### src/rtl/alu_pkg.sv
// Shared constants for the ALU issue stage: FSM encoding, instruction
// field positions and flag bit positions.
package alu_pkg;

    // Sequencer states
    localparam logic [1:0] S_IDLE = 2'd0;
    localparam logic [1:0] S_IMM  = 2'd1;
    localparam logic [1:0] S_EXEC = 2'd2;
    localparam logic [1:0] S_WB   = 2'd3;

    // Instruction byte layout: [7:5] op, [4:3] rd, [2:1] rs, [0] imm
    localparam int OP_HI   = 7;
    localparam int OP_LO   = 5;
    localparam int RD_HI   = 4;
    localparam int RD_LO   = 3;
    localparam int RS_HI   = 2;
    localparam int RS_LO   = 1;
    localparam int IMM_BIT = 0;

    // Bit positions inside the 2-bit flags word
    localparam int FLAG_Z = 0;
    localparam int FLAG_V = 1;

endpackage

### src/rtl/alu_issue_stage_regfile.sv
// 4-entry register file: two combinational operand read ports, one
// combinational debug read port, one synchronous write port.
module regfile_4x8
    import alu_pkg::*;
#(
    parameter int DATA_W   = 8,
    parameter int NUM_REGS = 4
) (
    input  logic              clk,
    input  logic              rst,
    input  logic              we,
    input  logic [1:0]        waddr,
    input  logic [DATA_W-1:0] wdata,
    input  logic [1:0]        raddr1,
    output logic [DATA_W-1:0] rdata1,
    input  logic [1:0]        raddr2,
    output logic [DATA_W-1:0] rdata2,
    input  logic [1:0]        dbg_sel,
    output logic [DATA_W-1:0] dbg_data
);

    logic [DATA_W-1:0] regs [NUM_REGS];

    // Clear on reset, otherwise write one entry when enabled
    always_ff @(posedge clk) begin
        if (rst) begin
            for (int i = 0; i < NUM_REGS; i++) begin
                regs[i] <= '0;
            end
        end else if (we) begin
            regs[waddr] <= wdata;
        end
    end

    // Reads see the stored value, so a read during a write returns the old data
    assign rdata1   = regs[raddr1];
    assign rdata2   = regs[raddr2];
    assign dbg_data = regs[dbg_sel];

endmodule

### src/rtl/alu_issue_stage.sv
// Multi-cycle execute sequencer in front of an 8-bit combinational ALU.
// Accepts an instruction byte (plus an optional immediate byte), drives
// registered operands/op to the ALU, then writes the result back.
module alu_issue_stage
    import alu_pkg::*;
#(
    parameter int DATA_W   = 8,
    parameter int NUM_REGS = 4
) (
    input  logic              clk,
    input  logic              rst,
    input  logic [7:0]        instr_in,
    input  logic              instr_valid,
    output logic              instr_ready,
    output logic [DATA_W-1:0] operand1,
    output logic [DATA_W-1:0] operand2,
    output logic [2:0]        alu_op,
    input  logic [DATA_W-1:0] alu_result,
    input  logic              zero_flag,
    input  logic              overflow_flag,
    output logic [1:0]        flags_out,
    output logic              done,
    output logic              busy,
    input  logic [1:0]        dbg_sel,
    output logic [DATA_W-1:0] dbg_data
);

    logic [1:0]        state;
    logic [1:0]        rd_p0;
    logic [DATA_W-1:0] result_p1;
    logic [1:0]        flags_p1;
    logic [DATA_W-1:0] rf_rdata1;
    logic [DATA_W-1:0] rf_rdata2;
    logic              accept;
    logic              wb_en;

    // The instruction byte addresses the register file directly so the
    // operands can be loaded on the same edge that accepts it
    regfile_4x8 #(
        .DATA_W   (DATA_W),
        .NUM_REGS (NUM_REGS)
    ) u_regfile (
        .clk      (clk),
        .rst      (rst),
        .we       (wb_en),
        .waddr    (rd_p0),
        .wdata    (result_p1),
        .raddr1   (instr_in[RD_HI:RD_LO]),
        .rdata1   (rf_rdata1),
        .raddr2   (instr_in[RS_HI:RS_LO]),
        .rdata2   (rf_rdata2),
        .dbg_sel  (dbg_sel),
        .dbg_data (dbg_data)
    );

    assign instr_ready = (state == S_IDLE) || (state == S_IMM);
    assign accept      = instr_valid && instr_ready;
    assign busy        = (state != S_IDLE);
    // A reset landing in WB abandons the instruction, so no done pulse
    assign wb_en       = (state == S_WB) && !rst;
    assign done        = wb_en;

    // Sequencer: accept -> (IMM) -> EXEC -> WB -> IDLE
    always_ff @(posedge clk) begin
        if (rst) begin
            state     <= S_IDLE;
            rd_p0     <= '0;
            operand1  <= '0;
            operand2  <= '0;
            alu_op    <= '0;
            result_p1 <= '0;
            flags_p1  <= '0;
            flags_out <= '0;
        end else begin
            case (state)
                S_IDLE: begin
                    if (accept) begin
                        rd_p0    <= instr_in[RD_HI:RD_LO];
                        operand1 <= rf_rdata1;
                        alu_op   <= instr_in[OP_HI:OP_LO];
                        if (instr_in[IMM_BIT]) begin
                            state <= S_IMM;
                        end else begin
                            operand2 <= rf_rdata2;
                            state    <= S_EXEC;
                        end
                    end
                end
                S_IMM: begin
                    if (accept) begin
                        operand2 <= instr_in;
                        state    <= S_EXEC;
                    end
                end
                S_EXEC: begin
                    result_p1        <= alu_result;
                    flags_p1[FLAG_Z] <= zero_flag;
                    flags_p1[FLAG_V] <= overflow_flag;
                    state            <= S_WB;
                end
                default: begin
                    flags_out <= flags_p1;
                    state     <= S_IDLE;
                end
            endcase
        end
    end

endmodule
### config.mk
export PLATFORM = sky130hd
export DESIGN_NAME = alu_issue_stage
export DESIGN_NICKNAME = d
export VERILOG_FILES = /design/src/rtl/alu_pkg.sv /design/src/rtl/alu_issue_stage_regfile.sv /design/src/rtl/alu_issue_stage.sv
export SDC_FILE = /design/constraint.sdc
export NUM_CORES = 1
export LEC_CHECK = 0
export BUFFER_PORTS_ARGS = -buffer_cell sky130_fd_sc_hd__buf_2
export CAP_MARGIN = 20
export CORE_ASPECT_RATIO = 1.25
export CORE_MARGIN = 8
export CORE_UTILIZATION = 35
export DETAILED_ROUTE_END_ITERATION = 16
export SLEW_MARGIN = 30
export SYNTH_ARGS = -nofsm -noshare
export SYNTH_HDL_FRONTEND = slang
export SYNTH_SLANG_ARGS = --single-unit
### constraint.sdc
create_clock -name clk -period 1.6 [get_ports clk]
set_input_delay 0.16 -clock clk [delete_from_list [all_inputs] [get_ports clk]]
set_output_delay 0.16 -clock clk [all_outputs]
set_load 0.01 [all_outputs]
After elaboration in Yosys (flattened, before gate mapping):

Memories as Yosys holds them, arrays and structs flattened. A register that Yosys moved wholly into a read port is not among the register bits.
Cells that the tools add are included.

* bits in registers: 27
* bits in latches: 0
* memory bits (writable): 32
* bits in read-only memories: 0
* input bits: 23
* output and inout bits: 32
* word-level logic and storage cells: 42
* memories: 1

Memories
* u_regfile.regs: depth 4, width 8, read ports 3, clocked after Yosys merged registers in 1, wr ports 4, RTL line alu_issue_stage_regfile.sv:22 `logic [DATA_W-1:0] regs [NUM_REGS];`

* add/sub/neg operators: 0
* multiply operators: 0
* divide/modulo/power cells: 0
* magnitude comparators: 0
* equality and inequality tests: 6
* shift operators: 0
* mux-type cells: 16
* bitwise operators: 0
* reductions and logical operators: 12

Operator list (count)
* 8-bit 2-to-1 mux: 4
* 8-bit one-hot mux with 2 select lines: 1
* 2-bit 2-to-1 mux: 4
* 8-bit OR reduction: 1
* 1-bit 2-to-1 mux: 6
* 2-bit != test (second input constant): 3
* 2-bit one-hot mux with 3 select lines: 1
* 2-bit equality test (second input constant): 2
* 2-bit AND reduction: 2
* 4-bit AND reduction: 1
* 2-bit nonzero test: 2
* 3-bit OR reduction: 1
* 2-bit by 1-bit equality test with 1-bit output (second input constant): 1
* 1-bit logical AND: 2
* 2-bit zero test: 1
* 1-bit zero test: 1
* 1-bit logical OR: 1

Logic depth before layout (Yosys ltp):

Gate-level depths: netlist of run 1.

* word-level depth: 7
* mapped depth: 6
* mapped depth without buffers: 5

Cells and area by module:

A second synthesis of run 1 with hierarchy kept.

* cells, all modules: 269
* area, all modules: 3394.5 um2

Modules (own cells, without submodules)
* regfile_4x8: instances 1, cells each 104, area each 1868.0 um2, seq. area each 960.9 um2
* alu_issue_stage: instances 1, cells each 165, area each 1526.5 um2, seq. area each 700.7 um2

Worst setup path before layout of run 1:

Ideal clock, no wire load.

* kind: register to register
* start: register state[0]
* end: memory u_regfile.regs[1][0], enable pin
* library setup time: 0.309 ns
* arrival time: 1.328 ns
* data required time: 1.291 ns
* path slack: -0.037 ns
* cell stages (with the launch flop): 5
* path buffers: 0
* clock period less this slack: 1.637 ns
* path through: dfxtp_1 -> ha_1 -> nand2b_1 -> nor3b_2 -> or2_2

RTL lines
* start, declared: RTL line alu_issue_stage.sv:28 `logic [1:0] state;`
* start signal, assigned: RTL line alu_issue_stage.sv:66 `state <= S_IDLE;`
* start signal, assigned: RTL line alu_issue_stage.sv:82 `state <= S_IMM;`
* start signal, assigned: RTL line alu_issue_stage.sv:85 `state <= S_EXEC;`
* end, declared: RTL line alu_issue_stage_regfile.sv:22

==> summary.txt, run 1 <==
Run status
  • Status: finished, final reports clean

Setup path
  • Crit Path Max Fanout: 3
  • Class of the most critical setup path: flop to primary output
  • Max incr delay on CP: 0.53 ns
  • CP Data Required Time: 1.44 ns
  • Worst Path Arrival: 1.43 ns
  • CP Capture Type: primary output
  • Slowest cell on crit path: mux4_2
  • Critical path launch point type: flop
  • Crit path cell chain: mux4_2, buf_6
  • R2R cell count: 5

Routing
  • DRT Pass-1 Iters: 4
  • Initial DRC count: 91
  • Metal2 WL: 4340 um
  • Highest routed layer: met4
  • WL met3: 315 um
  • Wire length per cell: 17.0 um
  • Via density: 4.96
  • DR vias: 2365
  • Final wirelength: 8090 um
  • DRT antenna net count: 0
  • DRC viols: 0
  • Routed metal-1 wire length: 3300 um

STA
  • Setup WS post-layout: 0.0127 ns
  • Relative slew slack: 0.551
  • Setup Skew: 0.00566 ns
  • Hold Vio Cnt, Final: 0
  • Max Slew Vio Count: 0
  • Final Critical Period: 1.59 ns
  • Final setup fails: 0
  • Worst-Margin Slew: 0.673 ns
  • Fmax: 630 MHz
  • Unrepaired setup endpoints after global routing: true
  • Final hold slack: 0.0600 ns
  • Period utilization: 0.992

Clock tree
  • Root Buffer: clkbuf_16
  • TritonCTS Buffers: 9
  • Clock transition at path regs: 0.05 ns
  • CTS H-tree lvls: 3
  • Clock tree buffer depth: 2
  • Hold_buf cts: 0
  • Clock sinks: 67
  • CTS tree: built
  • Clk Latency, worst-skew pair: 0.33 ns

Power
  • Internal power: 3880 uW
  • Sw Pwr: 1430 uW
  • Comb power frac: 0.224
  • Clock network power share: 0.388
  • Register share of total power: 0.388
  • Tot Pwr: 5310 uW
  • Pwr/cell area: 1250 nW/um^2
  • Worst vdd rail ir drop: 0.434 mV
  • Switching power share of the total: 0.269
  • Pleak: 0.00169 uW

Global routing
  • First-pass GRT wire length: 13200 um
  • Initial antenna violation count: 0
  • Vias in the first global route: 2475
  • Total Routing Usage GR: 0.125
  • Largest net degree at the start of global routing: 25
  • Total grt overflow: 0

Job
  • Max Cap Viol: 0

Placed design
  • PortBufs: 54
  • Dpl ws: -0.0668 ns
  • Gpl congestion: 0.816
  • Area after DPL: 3840 sq um
  • DP HPWL: 6280 um

Yosys
  • Synth area leader: edfxtp_1
  • Simple-Gate Fraction of Synth Area: 0.144
  • Ys Warns: 0
  • Post-synth EDFFs: 32
  • Post-synthesis async set-or-reset flop share: 0
  • Complex-gate fraction of the synthesized area: 0.106
  • Post-Syn Area: 3390 sq um
  • Synth area leaders: edfxtp_1, dfxtp_1, mux4_2, and2_1, mux2i_1
  • Syn Nets: 307
  • Avg Inst Size Synth: 12.1 sq um
  • Number of synthesized register bits: 67
  • Xor and xnor area share after synthesis: 0
  • Synth unique cells: 36
  • Cells after synthesis: 280
  • Synth Area in Adders: 0.0147
  • Mux cell area share after synthesis: 0.193
  • Synth top area share: 0.283
  • Top post-synthesis cells by count: dfxtp_1, and2_1, edfxtp_1
  • Synth Flop Type: dfxtp_1
  • Sequential area share after synthesis: 0.489
  • Largest family of logic cells by synthesized area: multiplexers
  • Most frequent cell after synthesis: dfxtp_1

Finish
  • Register area: 1660 sq um
  • Share of cells above drive strength 1: 0.413
  • Final Core Density: 0.446
  • Fin area: 4240 sq um
  • Area taken by multi-input logic gates: 1610 sq um
  • Layout area overhead: 24.8%
  • Total Nets Final: 373
  • Fill count: 910
  • N_diodes: 0

Die
  • Chip width: 104 um
  • DIE HEIGHT: 126 um
  • # rows: 40
  • IO Count: 55
  • Initial Util: 0.357
  • Die area: 13100 sq um
  • Core Area: 9510 sq um

Min path
  • Worst hold-check path type: primary input to flop
  • Hold depth: 3
[power groups by stage]
stage / combinational [uW] / clock (uW) / sequential [uW]
6_report: 1190 / 2060 / 2060
5_1_grt: 1290 / 2170 / 2080
4_1_cts: 1130 / 2090 / 2060
3_5_place_dp: 1100 / 0 / 2090
3_3_place_gp: 1070 / 0 / 2080
2_1_floorplan: 712 / 0 / 2100
[per-stage QoR]
step | setup TNS [ns] | instances
global placement | -0.0329 | 459
CTS | -0.0129 | 475
floorplan | 0 | 280
finish | 0 | 477
global route | -0.129 | 477
detailed placement | -0.370 | 459
[critical path: cells and delay by family (launching register included)]
family / cells / cell delay [ns]
multiplexers: 1 / 0.53
flip-flops: 1 / 0.42
buffers and inverters: 1 / 0.15
[logic make-up (layout without fill, tap and decap cells)]
kind of cell             count (synthesis)  in the layout
flip-flops                              67             67
AND/OR/NAND/NOR                         93             93
adder cells (fa/ha/maj)                  4              4
multiplexers                            44             44
buffers and inverters                   30            101
AO/OA/AOI/OAI                           42             42
[per-layer routing]
layer | up-vias | GRT usage
met4 | 0 | 0.0589
met2 | 49 | 0.224
met5 | - | 0
li1 | 1150 | -
met1 | 1157 | 0.136
met3 | 9 | 0.0291
[layout by cell type (no fill, tap or decap), types with 2 or more instances in the layout]
master | netlist | layout
buf_12 | 0 | 2
buf_4 | 3 | 15
or2_4 | 0 | 3
buf_2 | 4 | 52
a221oi_1 | 7 | 4
dfxtp_1 | 35 | 33
a221oi_2 | 7 | 10
and2_1 | 32 | 32
inv_1 | 13 | 10
a21oi_1 | 14 | 14
nor2_1 | 13 | 13
nand3_1 | 2 | 2
nor3b_2 | 2 | 2
nand2b_2 | 0 | 2
mux2i_1 | 17 | 17
mux4_2 | 16 | 16
edfxtp_1 | 32 | 32
buf_6 | 3 | 3
inv_2 | 0 | 2
ha_2 | 0 | 2
clkbuf_16 | 0 | 9
clkinv_2 | 0 | 2
dfxtp_2 | 0 | 2
a32o_1 | 2 | 2
o21bai_1 | 2 | 2
a22oi_1 | 5 | 5
bufinv_16 | 0 | 2
mux2_2 | 11 | 11
clkbuf_1 | 3 | 2
nand2_1 | 31 | 31
[final timing paths]
path / end / slack [ns] / startpoint
max: dbg_data[0] / 0.01 / u_regfile.regs[2][0]
min: result_p1[2] / 0.06 / alu_result[2]
max reg2reg: operand2[2] / 0.04 / state[0]
min reg2reg: operand1[7] / 0.45 / operand1[7]
[layout make-up]
| cell class | count | share of cell area |
|---|---|---|
| sequential | 67 | 0.393 |
| clock buffer | 11 | 0.0549 |
| multi-input combinational | 183 | 0.379 |
| tap | 126 | 0.0372 |
| inverter | 13 | 0.0121 |
| clock inverter | 5 | 0.0183 |
| timing repair buffer | 72 | 0.105 |
[what timing repair did]
item / in CTS / in global routing
buffers inserted: 0 / 2
gates resized for setup: 8 / 12
pin swaps: 1 / 3
cloned: 0 / 0
endpoints found under the setup margin: 10 / 16
[state kept, by name, indices dropped and copies added, names as in the netlist]
name	cells
flags_p1	2
operand2	8
result_p1	8
state	2
operand1	8
flags_out	2
rd_p0	2
alu_op	3
u_regfile.regs	32
Power figures use the tool's default switching activity.
==> run 2: changes to the inputs <==
==> constraint.sdc (replaced) <==
create_clock -name clk -period 1.6 [get_ports clk]
set_input_delay 0.24 -clock clk [delete_from_list [all_inputs] [get_ports clk]]
set_output_delay 0.24 -clock clk [all_outputs]
set_load 0.01 [all_outputs]
==> summary.txt, run 2 (synthesized netlist as in run 1, its figures left out) <==
Routing
  • Via density: 4.88 (-1.5%)
  • Wire length per cell: 16.3 um (-3.8%)
  • DRC viols: 0 (unchanged)
  • Initial DRC count: 73 (-20%)
  • DRT antenna net count: 0 (unchanged)
  • Final wirelength: 8350 um (+3.2%)
  • DRT Pass-1 Iters: 6 (+2)
  • DR vias: 2500 (+5.7%)

Clock tree
  • TritonCTS Buffers: 9 (unchanged)
  • Clock tree buffer depth: 2 (unchanged)
  • Clk Latency, worst-skew pair: 0.33 ns (about the same)
  • Clock transition at path regs: 0.05 ns (about the same)
  • Root Buffer: clkbuf_16
  • CTS H-tree lvls: 3 (unchanged)
  • CTS tree: built
  • Clock sinks: 67 (unchanged)

Setup path
  • Critical path launch point type: flop
  • CP Capture Type: primary output
  • Max incr delay on CP: 0.52 ns (about the same)
  • Crit Path Max Fanout: 2 (-1)
  • Largest delay share family, worst path: multiplexers
  • Crit path cell chain: mux4_2, buf_6
  • Class of the most critical setup path: flop to primary output
  • CP Data Required Time: 1.36 ns (-0.08 ns)
  • Slowest cell on crit path: mux4_2
  • Worst Path Arrival: 1.42 ns (about the same)
  • Buf/Inv on CP: 1 (unchanged)

Finish
  • Fill count: 888 (-2.4%)
  • Fin area: 4570 sq um (+7.8%)
  • Register area: 1660 sq um (unchanged)
  • Max FFs per register: 32 (unchanged)
  • Largest Register: u_regfile.regs
  • N_diodes: 0 (unchanged)
  • Commonest cells after routing, fill and taps aside: buf_4, buf_2, dfxtp_1
  • Final Core Density: 0.480 (+0.0347)
  • Area taken by multi-input logic gates: 1640 sq um (+1.8%)
  • Share of cells above drive strength 1: 0.469 (+0.0558)
  • Commonest non-fill, non-tap cell in the layout: buf_4
  • Total Nets Final: 408 (+9.4%)
  • Layout area overhead: 34.6%

Power
  • Tot Pwr: 5340 uW (+0.54%)
  • Worst vdd rail ir drop: 0.484 mV (+11%)
  • Pwr/cell area: 1170 nW/um^2 (-6.7%)
  • Pleak: 0.00187 uW (+11%)

Die
  • Chip width: 104 um (unchanged)
  • Die area: 13100 sq um (unchanged)
  • Core Area: 9510 sq um (unchanged)
  • DIE HEIGHT: 126 um (unchanged)
  • # rows: 40 (unchanged)
  • Initial Util: 0.357 (unchanged)
  • IO Count: 55 (unchanged)

STA
  • Worst-Margin Slew: 0.347 ns (-0.326 ns)
  • Hold Vio Cnt, Final: 0 (unchanged)
  • Period utilization: 1.03 (+0.0429)
  • Unrepaired setup endpoints after global routing: true
  • Setup Skew: 0.00452 ns (-0.00114 ns)
  • Fmax: 604 MHz (-4.1%)
  • Setup TNS: -0.250 ns (-0.250 ns)
  • Final setup fails: 9 (+9)
  • Final Critical Period: 1.66 ns (+0.0686 ns)
  • Max Slew Vio Count: 0 (unchanged)
  • Relative slew slack: 0.769 (+0.218)
  • Setup WS post-layout: -0.0559 ns (-0.0686 ns)

Placed design
  • Dpl ws: -0.0609 ns (+0.00595 ns)
  • Area after DPL: 3860 sq um (+0.39%)
  • PortBufs: 54 (unchanged)
  • DP HPWL: 6190 um (-1.4%)
  • Gpl congestion: 0.816 (about the same)

Global routing
  • Vias in the first global route: 2669 (+7.8%)
  • First-pass GRT wire length: 13400 um (+1.8%)
  • Initial antenna violation count: 0 (unchanged)
  • Largest net degree at the start of global routing: 25 (unchanged)
  • Total Routing Usage GR: 0.127 (+0.00251)
  • Total grt overflow: 0 (unchanged)

Min path
  • Worst hold-check path type: primary input to flop

Job
  • Max Cap Viol: 0 (unchanged)

Run status
  • Status: finished with violations
  • Failing checks: setup timing
[run 2: changes by cell type in the layout (fill, tap and decap cells not counted), moves of 2 or more]
cell      delta
clkinv_2     -2
clkinv_1     +2
ha_2         -2
buf_4       +34
ha_4         +2
buf_6        +8
buf_2        -7
[run 2: what timing repair did]
item,CTS,global route
endpoints found under the setup margin,18,18
hold buffers,0,0
pin swaps,1,1
setup buffers,23,12
resized for setup,19,15
[run 2: worst paths after layout]
kind                         from      endpoint  slack (ns)  cells past startpoint
max          u_regfile.regs[3][3]   dbg_data[3]       -0.06                      2
min                 alu_result[1]  result_p1[1]        0.14                      3
max reg2reg              state[1]   operand2[1]        0.05                      5
min reg2reg           operand1[7]   operand1[7]        0.45                      2
[run 2: area by class of cell]
type,count,area share
multi-input combinational,183,0.358
inverter,13,0.0123
tap,126,0.0345
timing repair buffer,107,0.166
clock buffer,11,0.0531
clock inverter,5,0.0118
sequential,67,0.364
[run 2: tightest hold or removal path: stages]
cell     delay (ns)
buf_2          0.07
mux2i_1        0.05
nor2_1         0.07
[run 2: through the flow]
step / hold slack (ns) / std cells
2_1_floorplan: 0.375 / 280
3_3_place_gp: 0.438 / 461
3_5_place_dp: 0.447 / 461
4_1_cts: 0.136 / 500
5_1_grt: 0.145 / 512
6_report: 0.139 / 512
[run 2: metal layers]
| metal | track usage | wire [um] | up-vias | part of all wire |
|---|---|---|---|---|
| met3 | 0.0332 | 332 | 13 | 0.040 |
| met1 | 0.126 | 3230 | 1214 | 0.39 |
| met4 | 0.0700 | 212 | 0 | 0.025 |
| met5 | 0 | 0 | - | 0 |
| met2 | 0.236 | 4570 | 48 | 0.55 |
| li1 | - | - | 1225 | - |
[run 2: power breakdown]
part           switching, uW  internal [uW]
combinational            654            673
sequential               107           1950
clock                    718           1240
==> run 3: changes to the inputs <==
CORE_ASPECT_RATIO = 0.75   (was 1.25)
CORE_UTILIZATION = 51   (was 35)
PLACE_DENSITY = 0.75   (was not set)
==> summary.txt, run 3 (synthesized netlist as in run 1, its figures left out) <==
Placed design
  • Dpl ws: -0.148 ns (-0.0870 ns)
  • PortBufs: 54 (unchanged)
  • Area after DPL: 3770 sq um (-2.2%)
  • DP HPWL: 5750 um (-7.0%)
  • Gpl congestion: 0.855 (+4.8%)

Power
  • Comb power frac: 0.277 (+0.029)
  • Register share of total power: 0.449 (+0.064)
  • Internal power: 3190 uW (-18%)
  • Clock network power share: 0.274 (-0.092)
  • Pleak: 0.00181 uW (-3.1%)
  • Sw Pwr: 1440 uW (-2.7%)
  • Switching power share of the total: 0.311 (+0.0343)
  • Pwr/cell area: 1060 nW/um^2 (-9.0%)
  • Worst vdd rail ir drop: 0.761 mV (+57%)

Routing
  • Via density: 5.30 (+8.5%)
  • Initial DRC count: 120 (+64%)
  • Final wirelength: 7850 um (-5.9%)
  • DRC viols: 0 (unchanged)
  • DRT antenna net count: 0 (unchanged)
  • DRT Pass-1 Iters: 4 (-2)
  • Wire length per cell: 16.8 um (+2.9%)
  • DR vias: 2479 (-0.84%)

Clock tree
  • Root Buffer: clkbuf_8
  • Clock transition at path regs: 0.08 ns (+0.03 ns)
  • CTS H-tree lvls: 3 (unchanged)
  • Clk Latency, worst-skew pair: 0.35 ns (+0.02 ns)
  • TritonCTS Buffers: 9 (unchanged)
  • Clock tree buffer depth: 2 (unchanged)
  • Clock sinks: 67 (unchanged)
  • CTS tree: built

Global routing
  • Met3 usage: 0.0519 (+0.0187)
  • Total Routing Usage GR: 0.168 (+0.0407)
  • Grt met1 use: 0.231 (+0.105)
  • GR peak layer: met2
  • Largest net degree at the start of global routing: 21 (-16%)
  • GR Util met2: 0.246 (+0.00968)
  • Initial antenna violation count: 0 (unchanged)
  • First-pass GRT wire length: 12300 um (-8.1%)
  • Total grt overflow: 0 (unchanged)
  • Vias in the first global route: 2357 (-12%)

Finish
  • Commonest cells after routing, fill and taps aside: buf_4, buf_2, dfxtp_1
  • N_diodes: 0 (unchanged)
  • Share of cells above drive strength 1: 0.473 (+0.00396)
  • Fill count: 485 (-45%)
  • Area taken by multi-input logic gates: 1600 sq um (-2.0%)
  • Fin area: 4350 sq um (-4.8%)
  • Register area: 1670 sq um (+0.30%)
  • Final Core Density: 0.681 (+0.201)
  • Max FFs per register: 32 (unchanged)
  • Commonest non-fill, non-tap cell in the layout: buf_4
  • Total Nets Final: 409 (+0.25%)
  • Layout area overhead: 28.1%
  • Largest Register: u_regfile.regs

Die
  • Chip width: 110 um (+5.9%)
  • IO Count: 55 (unchanged)
  • Die area: 9550 sq um (-27%)
  • # rows: 25 (-38%)
  • Core Area: 6380 sq um (-33%)
  • Initial Util: 0.532 (+0.175)
  • DIE HEIGHT: 86.7 um (-31%)

Setup path
  • Crit Path Max Fanout: 2 (unchanged)
  • Critical path launch point type: flop
  • Worst Path Arrival: 1.41 ns (about the same)
  • CP Data Required Time: 1.36 ns (about the same)
  • CP Capture Type: primary output
  • Class of the most critical setup path: flop to primary output

Min path
  • Worst hold-check path type: primary input to flop

STA
  • Final setup fails: 12 (+3)
  • Unrepaired setup endpoints after global routing: true
  • Relative slew slack: 0.706 (-0.0631)
  • Max Slew Vio Count: 0 (unchanged)
  • Hold Vio Cnt, Final: 0 (unchanged)
  • Period utilization: 1.03 (about the same)
  • Final hold slack: 0.118 ns (-0.0209 ns)
  • Fmax: 604 MHz (about the same)
  • Worst-Margin Slew: 0.440 ns (+0.0935 ns)
  • Setup Skew: 0.00611 ns (+0.00159 ns)
  • Setup WS post-layout: -0.0543 ns (+0.00158 ns)
  • Final Critical Period: 1.65 ns (-0.00158 ns)

Run status
  • Failing checks: setup timing
  • Status: finished with violations

Job
  • Max Cap Viol: 0 (unchanged)
## run 3: worst max-delay path: stages (launching register included)
cell	delay [ns]
edfxtp_1	0.42
mux4_2	0.51
buf_6	0.14
## run 3: area by class of cell
type / count / share of cell area
multi-input combinational: 183 / 0.369
tap: 81 / 0.0233
sequential: 67 / 0.384
inverter: 13 / 0.0130
timing repair buffer: 108 / 0.170
clock buffer: 9 / 0.0285
clock inverter: 7 / 0.0121
## run 3: final timing paths
kind,startpoint,end,slack [ns],depth (start not counted)
worst max-delay path,u_regfile.regs[3][1],dbg_data[1],-0.05,2
worst min-delay path,alu_result[5],result_p1[5],0.12,3
worst max register to register,state[0],operand2[1],-0.01,5
worst min register to register,operand1[7],operand1[7],0.45,2
## run 3: through the flow
step           cells  total power (uW)  TNS, ns
3_5_place_dp     414              3140   -0.970
5_1_grt          468              4860    -1.40
6_report         468              4630   -0.409
3_3_place_gp     414              3110   -0.568
4_1_cts          459              4560   -0.464
2_1_floorplan    280              2810        0
## run 3: routing by layer
layer	wire, um	part of all wire
met2	3500	0.45
met3	620	0.079
met4	53	0.0067
met1	3680	0.47
met5	0	0
## run 3: timing repair
action                     in CTS  in global routing
resized for setup              24                  7
setup buffers                  29                  9
pin swaps                       1                  1
setup endpoints to repair      19                 18
hold buffers                    0                  0
## run 3: power groups by stage
stage / logic, uW / registers [uW] / clock network [uW]
global route: 1390 / 2100 / 1370
CTS: 1200 / 2070 / 1290
floorplan: 712 / 2100 / 0
global placement: 1020 / 2090 / 0
finish: 1280 / 2080 / 1270
detailed placement: 1030 / 2110 / 0
